## src/rtl/div_unit.sv

```systemverilog
// div_unit: multi-cycle RV32M divider (DIV, DIVU, REM, REMU).
//
// Restoring radix-2 divider that produces one quotient bit per cycle.
// Divide-by-zero and signed overflow finish in the sampling cycle. Every
// other operation takes 32 DIVIDE cycles plus one FIX cycle.
//
// Ports:
//   clock  - system clock, rising edge
//   reset  - asynchronous reset, active low
//   start  - request, sampled only while idle
//   op     - 00 DIV, 01 DIVU, 10 REM, 11 REMU
//   inA    - dividend (rs1)
//   inB    - divisor (rs2)
//   flush  - synchronous abort; returns to idle without a result
//   busy   - high while a division is in flight (registered)
//   valid  - one-cycle pulse when out has been updated
//   out    - registered result, held until the next result
module div_unit #(
  parameter int N = 32
) (
  input  logic         clock,
  input  logic         reset,
  input  logic         start,
  input  logic [1:0]   op,
  input  logic [N-1:0] inA,
  input  logic [N-1:0] inB,
  input  logic         flush,
  output logic         busy,
  output logic         valid,
  output logic [N-1:0] out
);

  localparam logic [1:0] S_IDLE   = 2'd0;
  localparam logic [1:0] S_DIVIDE = 2'd1;
  localparam logic [1:0] S_FIX    = 2'd2;

  localparam int              CW   = $clog2(N);
  localparam logic [CW-1:0]   LAST = CW'(N - 1);
  localparam logic [N-1:0]    MIN_NEG = {1'b1, {(N-1){1'b0}}};

  logic [1:0]   state;
  logic [CW-1:0] cnt;
  logic [N-1:0] rem;
  logic [N-1:0] quo;
  logic [N-1:0] divisor;
  logic         op_rem;
  logic         neg_q;
  logic         neg_r;

  logic         is_signed;
  logic         a_neg;
  logic         b_neg;
  logic [N-1:0] a_abs;
  logic [N-1:0] b_abs;
  logic         overflow;
  logic [N:0]   shifted;
  logic [N:0]   trial;
  logic [N-1:0] result;

  assign busy = (state != S_IDLE);

  // Operand preparation while idle. The remainder stays below the divisor,
  // so N bits hold it between iterations. Only the shifted value needs the
  // extra bit so that trial's top bit is a valid sign.
  always_comb begin
    is_signed = ~op[0];
    a_neg     = is_signed & inA[N-1];
    b_neg     = is_signed & inB[N-1];
    a_abs     = a_neg ? (~inA + 1'b1) : inA;
    b_abs     = b_neg ? (~inB + 1'b1) : inB;
    overflow  = is_signed && (inA == MIN_NEG) && (inB == '1);
    shifted   = {rem, quo[N-1]};
    trial     = shifted - {1'b0, divisor};
    if (op_rem)
      result = neg_r ? (~rem + 1'b1) : rem;
    else
      result = neg_q ? (~quo + 1'b1) : quo;
  end

  // Control and datapath. flush wins over everything, including a start in
  // the same cycle and the result of the FIX cycle. valid defaults low every
  // cycle, so it pulses only on an edge that loads out.
  always_ff @(posedge clock or negedge reset) begin
    if (!reset) begin
      state   <= S_IDLE;
      cnt     <= '0;
      rem     <= '0;
      quo     <= '0;
      divisor <= '0;
      op_rem  <= 1'b0;
      neg_q   <= 1'b0;
      neg_r   <= 1'b0;
      valid   <= 1'b0;
      out     <= '0;
    end else begin
      valid <= 1'b0;
      if (flush) begin
        state <= S_IDLE;
      end else begin
        case (state)
          S_IDLE: begin
            if (start) begin
              if (inB == '0) begin
                out   <= op[1] ? inA : '1;
                valid <= 1'b1;
              end else if (overflow) begin
                out   <= op[1] ? '0 : MIN_NEG;
                valid <= 1'b1;
              end else begin
                op_rem  <= op[1];
                neg_q   <= a_neg ^ b_neg;
                neg_r   <= a_neg;
                quo     <= a_abs;
                divisor <= b_abs;
                rem     <= '0;
                cnt     <= '0;
                state   <= S_DIVIDE;
              end
            end
          end
          S_DIVIDE: begin
            // quo doubles as the dividend shift register; quotient bits
            // enter at the bottom as dividend bits leave at the top.
            if (!trial[N]) begin
              rem <= trial[N-1:0];
              quo <= {quo[N-2:0], 1'b1};
            end else begin
              rem <= shifted[N-1:0];
              quo <= {quo[N-2:0], 1'b0};
            end
            cnt <= cnt + 1'b1;
            if (cnt == LAST)
              state <= S_FIX;
          end
          S_FIX: begin
            out   <= result;
            valid <= 1'b1;
            state <= S_IDLE;
          end
          default: state <= S_IDLE;
        endcase
      end
    end
  end

endmodule

```

## config.mk

```make
export PLATFORM = sky130hd
export DESIGN_NAME = div_unit
export DESIGN_NICKNAME = d
export VERILOG_FILES = /design/src/rtl/div_unit.sv
export SDC_FILE = /design/constraint.sdc
export NUM_CORES = 1
export LEC_CHECK = 0
export CAP_MARGIN = 25
export CORE_MARGIN = 3
export CORE_UTILIZATION = 59
export DETAILED_ROUTE_END_ITERATION = 6
export PLACE_DENSITY = 0.83
export SLEW_MARGIN = 20
export SYNTH_ARGS = -nofsm -noshare
export SYNTH_HDL_FRONTEND = slang
export SYNTH_SLANG_ARGS = --single-unit
```

## constraint.sdc

```tcl
create_clock -name clock -period 4.8 [get_ports clock]
set_input_delay 0.72 -clock clock [delete_from_list [all_inputs] [get_ports clock]]
set_output_delay 0.72 -clock clock [all_outputs]
set_load 0.01 [all_outputs]
```

# Yosys cells after proc, flatten, opt, wreduce, memory -nomap -nowiden
# Index checks and enable logic that the tools add are counted.
op_classes:
  mux: 36
  reduce_logical: 11
  bitwise: 11
  eq_ne: 13
  add_sub_neg: 6
op_table:
  columns: ["operator", "count"]
  rows:
  - ["2-to-1 mux 32 bit", 17]
  - ["case mux 32 bit (2 select lines)", 3]
  - ["adder 32 x 1 -> 32 bit (second input constant)", 4]
  - ["NOT 32 bit", 4]
  - ["== test 32 bit (second input constant)", 2]
  - ["subtractor 33 x 32 -> 33 bit", 1]
  - ["logical NOT 32 bit", 1]
  - ["2-to-1 mux 5 bit", 3]
  - ["inequality test 3 bit (second input constant)", 5]
  - ["2-to-1 mux 2 bit", 5]
  - ["case mux 5 bit (2 select lines)", 1]
  - ["AND reduction 5 bit", 2]
  - ["AND reduction 4 bit", 2]
  - ["inequality test 2 bit (second input constant)", 3]
  - ["nonzero test 2 bit", 3]
  - ["adder 5 x 1 -> 5 bit (second input constant)", 1]
  - ["== test 5 bit (second input constant)", 1]
  - ["2-to-1 mux 1 bit", 5]
  - ["NOT 1 bit", 4]
  - ["case mux 2 bit (2 select lines)", 1]
  - ["AND 1 bit", 2]
  - ["== test 2 x 1 -> 1 bit (second input constant)", 1]
  - ["== test 2 bit (second input constant)", 1]
  - ["logical AND 1 bit", 2]
  - ["3 further kinds", 3]
word_totals:
  register_bits: 139
  word_cells: 87
  out_inout_bits: 34

# Longest topological paths before layout
logic_depth:
  depth_word: 8
  depth_mapped: 14
  ltp_nobuf: 13

# Least setup slack after synthesis
# OpenSTA, ideal clock, no wires.
synth_path:
  path_kind: "input -> register"
  start: "in inB[0]"
  end: "reg divisor[27]"
  slack_ns: 1.404
  path_stages: 10
  required_time_ns: 4.665
  arrival_ns: 3.260
  cell_sequence: "or4_1 -> or3_4 -> or3_4 -> or4_4 -> or3_4 -> nor4_4 -> inv_2 -> o21ai_2 -> xor2_1 -> a21oi_1"
synth_via:
  elab_chain_cells: 4
  word_cells_on_any_way: 9
synth_lines:
  columns: ["element", "line", "source"]
  rows:
  - ["start, declared", "26", "input logic [N-1:0] inB,"]
  - ["parallel branches: the longest is 4 deep, another holds adder 32 x 1 -> 32 bit", null, null]
  - ["end signal, assigned", "114", "divisor <= b_abs;"]
  - ["end, declared", "45", "logic [N-1:0] divisor;"]
# Several ways; the timed one is not identified.
# A chain may end at the register's enable or synchronous reset.

# Worst setup path after layout
layout_path:
  start: "reg quo[31]"
  end: "reg rem[25]"
layout_via:
  elab_chain_cells: 3
layout_lines:
  columns: ["element", "line", "source"]
  rows:
  - ["start, declared", "44", "logic [N-1:0] quo;"]
  - ["start signal, assigned", "113", "quo <= a_abs;"]
  - ["start signal, assigned", "126", "quo <= {quo[N-2:0], 1'b1};"]
  - ["start signal, assigned", "129", "quo <= {quo[N-2:0], 1'b0};"]
  - ["subtractor 33 x 32 -> 33 bit", "73", "trial = shifted - {1'b0, divisor};"]
  - ["2-to-1 mux 32 bit", "124", "if (!trial[N]) begin"]
  - ["case mux 32 bit (2 select lines)", "100", "case (state)"]
  - ["end signal, assigned", "125", "rem <= trial[N-1:0];"]
  - ["end signal, assigned", "128", "rem <= shifted[N-1:0];"]
  - ["end, declared", "43", "logic [N-1:0] rem;"]
# No other way between the ends.

==> results.tsv <==
stage	metric	value	unit
run_status	run_status	complete, no violations	
routing	dr.first_iter.drc_count	938	
synthesis	ys_types	65	
floorplan	coreArea	17540	µm²
clock_network	cts_hold_buf	0	
final_layout	layout-drive-gt1-share	5.517	%
sta	fmax	248.2	MHz
critical_path	cpLargestDelayFamily	compound AO/OA/AOI/OAI gates	
placed_design	port_buffers	103	
clock_network	cts_setup_buffers	0	
synthesis	syn_nets	1462	
routing	firstDrtPassIters	5	
sta	holdWs	0.3865	ns
sta	slew_headroom	37.99	%
synthesis	synth_area_leaders	dfrtp_1 32%, o21ai_0 8.3%, xnor2_1 6.5%, nand2_1 6.2%, xor2_1 4.9%	
clock_network	clock_path_buffers	2	
routing	wire_per_inst	17.34	µm
critical_path	end_kind	flip-flop	
sta	setup_viol	0	
clock_network	clk_pin_slew	0.06	ns
floorplan	io_pins	104	
critical_path	cp.required	5.16	ns
synthesis	yosysSeqAreaShare	32.43	%
clock_network	clkSinkCount	139	
global_route	grt_pass1_vias	9716	
synthesis	syn-instance-count	1352	
sta	period_needed	4.029	ns
clock_network	clk_latency	0.43	ns
clock_network	cts_root_buf	clkbuf_16	
synthesis	yosys_warnings	0	
global_route	grt_overflow_total	0	
placed_design	post-dp-hpwl	21000	µm
critical_path	worst-path-buf-inv	2	
placed_design	gp_congestion	0.9895	
sta	finClkSkew	0.007983	ns
routing	finalWirelength	28740	µm
routing	antenna_left	0	
critical_path	cp-start-kind	flip-flop	
floorplan	rows	48	
clock_network	tritoncts	built	
floorplan	die_area	19830	µm²
sta	final.setup.tns	0	ns
sta	hold_viol_final	0	
clock_network	ctsResizeCount	0	
floorplan	initial_core_util	61.15	%
critical_path	crit_path_cell_trace	inv_1 > ha_1 > fa_1 > nor2b_1 > o2111ai_1 > a211o_1 > a2111o_1 > a21boi_1 > o21a_1 > o211ai_1 > buf_4 > or3_1 > mux2_2 > nand2_1	
power_and_ir_drop	power_density	405.4	nW/µm²
synthesis	synth_ff_type	dfrtp_1	
global_route	grt_usage	29.16	%
synthesis	yosys.area.top_type_share	32.43	%
synthesis	async_reset_ff_share	100.0	%
sta	fin_crit_sh	83.94	%
power_and_ir_drop	vdd_ir_drop_max	0.0002548	V
sta	grt_setup_unrepaired	false	
power_and_ir_drop	power_leakage	5.287	nW
synthesis	synth_edf_count	0	
routing	drcViolationCount	0	
critical_path	crit_fanout	21	
sta	slew_violations	0	
final_layout	fillCellCount	1421	
global_route	grt_pass1_wl	47540	µm
critical_path	arrival	4.39	ns
global_route	antenna_found_initial	0	
clock_network	htreeDepth	4	
clock_network	cts_buffers	17	
hold_path	hold_path.class	in2async	
critical_path	cpMaxStageDelayCell	dfrtp_1	
run	maxCapViolCount	0	
final_layout	diodes	0	
synthesis	syn_area	10720	µm²
synthesis	yosysTopAreaCell	dfrtp_1	
global_route	grt_start_max_net_pins	100	
critical_path	cp_slowest_stage_delay	0.47	ns
sta	worstMarginPinSlew	0.9302	ns
synthesis	yosys_register_bits	139	
floorplan	die_w	140.8	µm
critical_path	crit_type	reg2reg	
final_layout	syn2layout_area_growth	16.99	%
floorplan	die-height	140.8	µm
final_layout	fin_nets	1529	
synthesis	synth.avg_cell_area	7.932	µm²
routing	viasPerCell	6.154	
routing	routed-via-count	10200	
==> final cells by class <==
type                       instances  area (µm²)  area share [%]
sequential                       139        3478           27.73
clock inverter                    12       170.2           1.356
timing repair buffer             123        1195           9.524
clock buffer                      20       456.7           3.640
tap                              225       281.5           2.244
inverter                          53       198.9           1.586
multi-input combinational       1085        6765           53.92
==> worst reg2reg max path, cell delays in order, from the launching register on <==
cell and delay [ns]:
dfrtp_1 0.47, inv_1 0.09, ha_1 0.23, fa_1 0.38
nor2b_1 0.21, o2111ai_1 0.18, a211o_1 0.36, a2111o_1 0.43
a21boi_1 0.27, o21a_1 0.23, o211ai_1 0.22, buf_4 0.28
or3_1 0.31, mux2_2 0.26, nand2_1 0.06
==> cells in the mapped netlist, types with 27 or more instances <==
master	instances
or3_1	27
nand2_1	178
xnor2_1	80
xor2_1	60
a21oi_1	103
ha_1	39
nor2_1	99
clkbuf_1	66
o31ai_1	33
o21ai_0	178
inv_1	52
dfrtp_1	139
==> where the power goes <==
group | switching [mW] | internal (mW)
combinational | 1.23 | 0.876
clock | 0.517 | 0.893
sequential | 0.234 | 1.34
total | 1.98 | 3.11
==> path summary, 6_finish.rpt <==
| path | startpoint | end | slack, ns | depth (start not counted) |
|---|---|---|---|---|
| setup / recovery | quo[31]$_DFFE_PN0P_ | rem[25]$_DFFE_PN0P_ | 0.77 | 14 |
| hold / removal | reset | out[10]$_DFFE_PN0P_ | 0.39 | 1 |
| setup reg to reg | quo[31]$_DFFE_PN0P_ | rem[25]$_DFFE_PN0P_ | 0.77 | 14 |
| hold reg to reg | out[11]$_DFFE_PN0P_ | out[11]$_DFFE_PN0P_ | 0.48 | 2 |
| max in group asynchronous | reset | cnt[4]$_DFFE_PN0P_ | 3.28 | 2 |
| min in group clock | out[11]$_DFFE_PN0P_ | out[11]$_DFFE_PN0P_ | 0.48 | 2 |
==> placed cells by master (no fill, tap or decap), types with 10 or more instances in the layout <==
| cell type | instances |
|---|---|
| o21ai_0 | 178 |
| or4_1 | 13 |
| buf_4 | 19 |
| o41ai_1 | 10 |
| nand2b_1 | 25 |
| nand3_1 | 17 |
| and3_1 | 11 |
| xor2_1 | 60 |
| inv_1 | 52 |
| mux2i_1 | 19 |
| nor2b_1 | 13 |
| o31ai_1 | 33 |
| or3_1 | 27 |
| nor4_1 | 10 |
| a21o_1 | 17 |
| ha_1 | 39 |
| clkdlybuf4s50_1 | 102 |
| xnor2_1 | 80 |
| a21oi_1 | 103 |
| dfrtp_1 | 139 |
| nand2_1 | 178 |
| nor2_1 | 98 |
| a211oi_1 | 22 |
| nor3_1 | 16 |
| nand4_1 | 13 |
| clkbuf_16 | 17 |
==> kinds of logic after synthesis <==
group / Yosys count / synth area share [%]
and+or+nand+nor: 442 / 19.75
AOI/OAI and AO/OA: 438 / 24.62
xor gates and xnor gates: 140 / 11.43
DFF: 139 / 32.43
buffers and inverters: 128 / 4.620
adders and majority gates: 40 / 4.737
muxes: 25 / 2.403
==> flip-flops by register name, summed over array words and instances, names as in the netlist <==
register,count
quo,32
out,32
cnt,5
op_rem,1
state,2
neg_q,1
valid,1
rem,32
neg_r,1
divisor,32
==> metrics by stage <==
stage	cells	cell area [µm²]	power (mW)	utilization (%)	setup slack [ns]
finish	1657	12550	5.086	71.54	0.7709
global route	1657	12550	5.413	71.54	0.5709
CTS	1657	12550	5.056	71.54	0.7875
detailed placement	1625	11920	3.640	67.97	0.7335
global placement	1624	11910	3.582	67.92	0.7615
floorplan	1352	10720	3.082	-	1.404
==> per-layer routing <==
metal	vias up	part of all wire [%]	track usage (%)
met5	-	0	0
met4	0	2.0	10.25
met3	45	6.4	4.274
met1	4796	44	39.50
met2	415	47	47.98
li1	4941	-	-
Power figures use the tool's default switching activity.
==> patch 1: new RTL, same flow settings <==
`N`: 32 -> 64.
--- a/src/rtl/div_unit.sv
+++ b/src/rtl/div_unit.sv
@@ -16,7 +16,7 @@
 //   valid  - one-cycle pulse when out has been updated
 //   out    - registered result, held until the next result
 module div_unit #(
-  parameter int N = 32
+  parameter int N = 64
 ) (
   input  logic         clock,
   input  logic         reset,
Ports: changed (resized inA, inB and out); port bits go from 104 to 200. The function was not compared with the original's and may differ.
==> patch 1 against the unedited design <==
  * Total power rose by 71%
  * Combinational power up 54%
  * Hold slack got worse by 0.19 ns
  * Sequential cell count increased by 129
  * Worst setup slack lost 0.58 ns
  * Area after synthesis is 100% higher
  * Wire length increased by 140%
  * Clock skew increased by 0.020 ns
  * Sequential share of layout area fell by 1.3 points
  * Cell area grew 100%
  * Critical path depth is 3 lower
==> patch 1: results (changes against the unedited design) <==
run_status:
  outcome: "finished clean"
synthesis:
  synth_common_cells: "nand2_1, a21oi_1, o21ai_0, dfrtp_1, nor2_1"
  synth-xor-area-share_pct: 12.0  # +0.54 points
  synth_compound_area_share_pct: 25.2  # +0.55 points
  yosys-top-cells-area: "dfrtp_1, a21oi_1, o21ai_0"
  synth.top_cell.area_share_pct: 31.0  # -1.5 points
  syn_avg_cell_area_um2: 7.57  # -4.6%
setup_path:
  critical_path_peak_fanout: 7  # -67%
  crit_path_max_incr_delay_ns: 0.61  # +0.14 ns
  path_delay_family: "simple AND/OR/NAND/NOR gates"
  crit_end: "out[63]"
  crit_arrival_ns: 5.07  # +0.68 ns
  reg2reg_depth: 11  # -3
  crit_start: "rem[11]"
power_and_ir_drop:
  ir_worst_vdd_mv: 0.214  # -16%
  p_leak_nw: 10.8  # +100%
  p_switching_mw: 3.43  # +73%
cts:
  htree_levels: 1  # -3
  cts.path.max_buffers: 3  # +1
  cts_buffers: 31  # +14
placed_design:
  portBuffers: 199  # +93%
  place_inst: 3437  # +110%
  finalWeightedCongestion: 0.942  # -4.8%
routing:
  routed_via_density: 6.31  # +2.5%
  dr.pass1.iters: 6  # +1
  drt_iter0_drc: 2500  # +170%
grt:
  antenna_found_initial: 1  # +1
  grt_pass1_vias: 20800  # +110%
  grt_pass1_wl_um: 111000  # +130%
  grt_max_degree: 114  # +14%
  gr-usage-all-layers_pct: 34.8  # +5.7 points
timing:
  maxSlewHeadroom_pct: 40.8  # +2.8 points
  skew_ns: 0.0279  # +0.0199 ns
final_layout:
  drive_above_1_share_pct: 5.47  # -0.045 points
patch 1: power by group through the flow:
stage	Combinational, mW	Clock [mW]	Sequential, mW
2_1_floorplan	2.34	0	2.88
3_3_place_gp	3.06	0	3.05
3_5_place_dp	3.16	0	3.07
4_1_cts	3.18	2.45	3.04
5_1_grt	3.58	2.55	3.10
6_report	3.24	2.42	3.05
patch 1: layout make-up:
class	count	area [um2]	area share, %
multi-input cells	2314	13900	54.9
flip-flops and latches	268	6710	26.4
repair buffers	278	2690	10.6
clock buffers	40	860	3.38
well taps	461	577	2.27
inverters	117	439	1.73
clock inverters	17	183	0.719
patch 1: how the worst min path moves through the flow:
stage | startpoint | end | slack, ns
after CTS | reset | out[19] | 0.22
after floorplan | reset | cnt[0] | 0.42
after detailed placement | divisor[52] | divisor[52] | 0.47
after global routing | reset | out[15] | 0.26
after global placement | out[8] | out[8] | 0.46
final | reset | out[20] | 0.19
patch 1: routing by layer:
layer / vias up / global-route usage (%) / wire length [um] / share of wire, %
met5: - / 0 / 13 / 0.019
met4: 2 / 12.8 / 2550 / 3.7
met3: 179 / 3.84 / 6130 / 8.8
met2: 1085 / 54.6 / 30900 / 45
met1: 10300 / 50.1 / 29800 / 43
li1: 10400 / - / - / -
patch 1: through the flow:
step	utilization [%]	worst slack [ns]	cell area, um2	hold slack (ns)	power (mW)
after detailed placement	68.0	0.0723	24300	0.470	6.23
after CTS	70.9	0.228	25400	0.218	8.67
after global routing	70.9	0.0419	25400	0.256	9.22
after global placement	68.0	0.220	24300	0.462	6.11
after floorplan	-	0.365	21600	0.424	5.22
final	70.9	0.192	25400	0.193	8.71
patch 1: worst register-to-register path, delay by kind of cell, from the launching register on:
kind	cells	cell delay, ns
simple gates	7	3.22
compound gates	3	0.49
flops	1	0.48
xor+xnor	1	0.28
==> patch 2: new RTL, same settings <==
Without the edit above. Make the reset (`reset`) synchronous in one clocked block. Comments in the files are not updated.
--- a/src/rtl/div_unit.sv
+++ b/src/rtl/div_unit.sv
@@ -80,7 +80,7 @@
   // Control and datapath. flush wins over everything, including a start in
   // the same cycle and the result of the FIX cycle. valid defaults low every
   // cycle, so it pulses only on an edge that loads out.
-  always_ff @(posedge clock or negedge reset) begin
+  always_ff @(posedge clock) begin
     if (!reset) begin
       state   <= S_IDLE;
       cnt     <= '0;
Behaviour: differs if reset is asserted again (counterexample within 4 cycles, from zero or initial values and one cycle with reset low); with reset held inactive, the same outputs for 4 cycles.
==> patch 2 against the unedited design <==
  * Cell area decreased by 0.79%
  * Cell count increased by 3.4%
  * Wire length increased by 14%
  * Area after synthesis decreased by 1.2%
  * Highest routed layer is now met5
  * Worst setup slack got worse by 0.26 ns
  * Sequential cell count unchanged
  * First-iteration DRC count increased by 26%
Power is not compared: it rests on default switching activity, and its combinational part moved more than twofold at a synthesized area within 25%.
==> patch 2: results (changes against the unedited design) <==
synthesis:
  synth-xor-area-share_pct: 11.7  # +0.23 points
  synth_fa_ha_area_share_pct: 4.80  # +0.060 points
  synthFlopType: "dfxtp_1"
  ys_seq_area_share_pct: 26.3  # -6.2 points
  synth_common_cells: "nand2_1, dfxtp_1, o21ai_0, nor2_1, a21oi_1"
  synth.distinct_cells: 74  # +14%
  yosys-top-cells-area: "dfxtp_1, xnor2_1, nand2_1"
routing:
  wl_met1_um: 14000  # +9.8%
  vias: 11200  # +9.4%
  dr.pass1.iters: 6  # +1
  top_layer: "met5"
grt:
  grt_max_degree: 61  # -39%
  gr-usage-all-layers_pct: 32.9  # +3.7 points
  antenna_found_initial: 1  # +1
  grt_pass1_wl_um: 53200  # +12%
  gr-usage-met1_pct: 45.5  # +6.0 points
  grt_pass1_vias: 10300  # +5.8%
setup_path:
  reg2reg_depth: 15  # +1
  crit_start: "inB[1]"
  rr_endpoint: "rem[13]"
  r2r_slack_ns: 1.23  # +0.46 ns
  r2r-start: "quo[31]"
  crit_end: "out[29]"
final_layout:
  finalNetCount: 1585  # +3.7%
timing:
  tightest_slew_ns: 0.962  # +0.0314 ns
  worst_hold_slack_ns: 0.471  # +0.0844 ns
  min_period_over_period_pct: 89.4  # +5.4 points
run_status:
  outcome: "finished clean"
placed_design:
  place_inst: 1680  # +3.4%
  finalWeightedCongestion: 0.986  # -0.36%
  pre_cts_slack_ns: 0.166  # -0.567 ns
==> patch 2: changes by cell type after synthesis, moves of 11 or more <==
cell | before | now
nand3_1 | 17 | 28
or3_1 | 27 | 16
mux2i_1 | 19 | 37
dfxtp_1 | 0 | 139
dfrtp_1 | 139 | 0
o211ai_1 | 3 | 57
a211oi_1 | 22 | 37
nand2b_1 | 25 | 10
o21ai_0 | 178 | 109
==> patch 2: critical path, cell delays in order <==
cell and delay [ns]:
clkdlybuf4s50_1 0.48, inv_1 0.10, ha_1 0.17, or3b_1 0.39
or3_1 0.41, nor4_1 0.51, nand2_1 0.21, nor2_1 0.53
nand2_1 0.48, o21ai_0 0.30, o21ai_0 0.17, o21ai_0 0.18
==> patch 2: final cells by class <==
class                   count  area, um2
clock buffers              20        457
clock inverters            12        138
fillers                  1456       4970
inverters                  59        221
multi-input cells        1124       7270
flip-flops and latches    139       2780
well taps                 225        282
repair buffers            134       1300
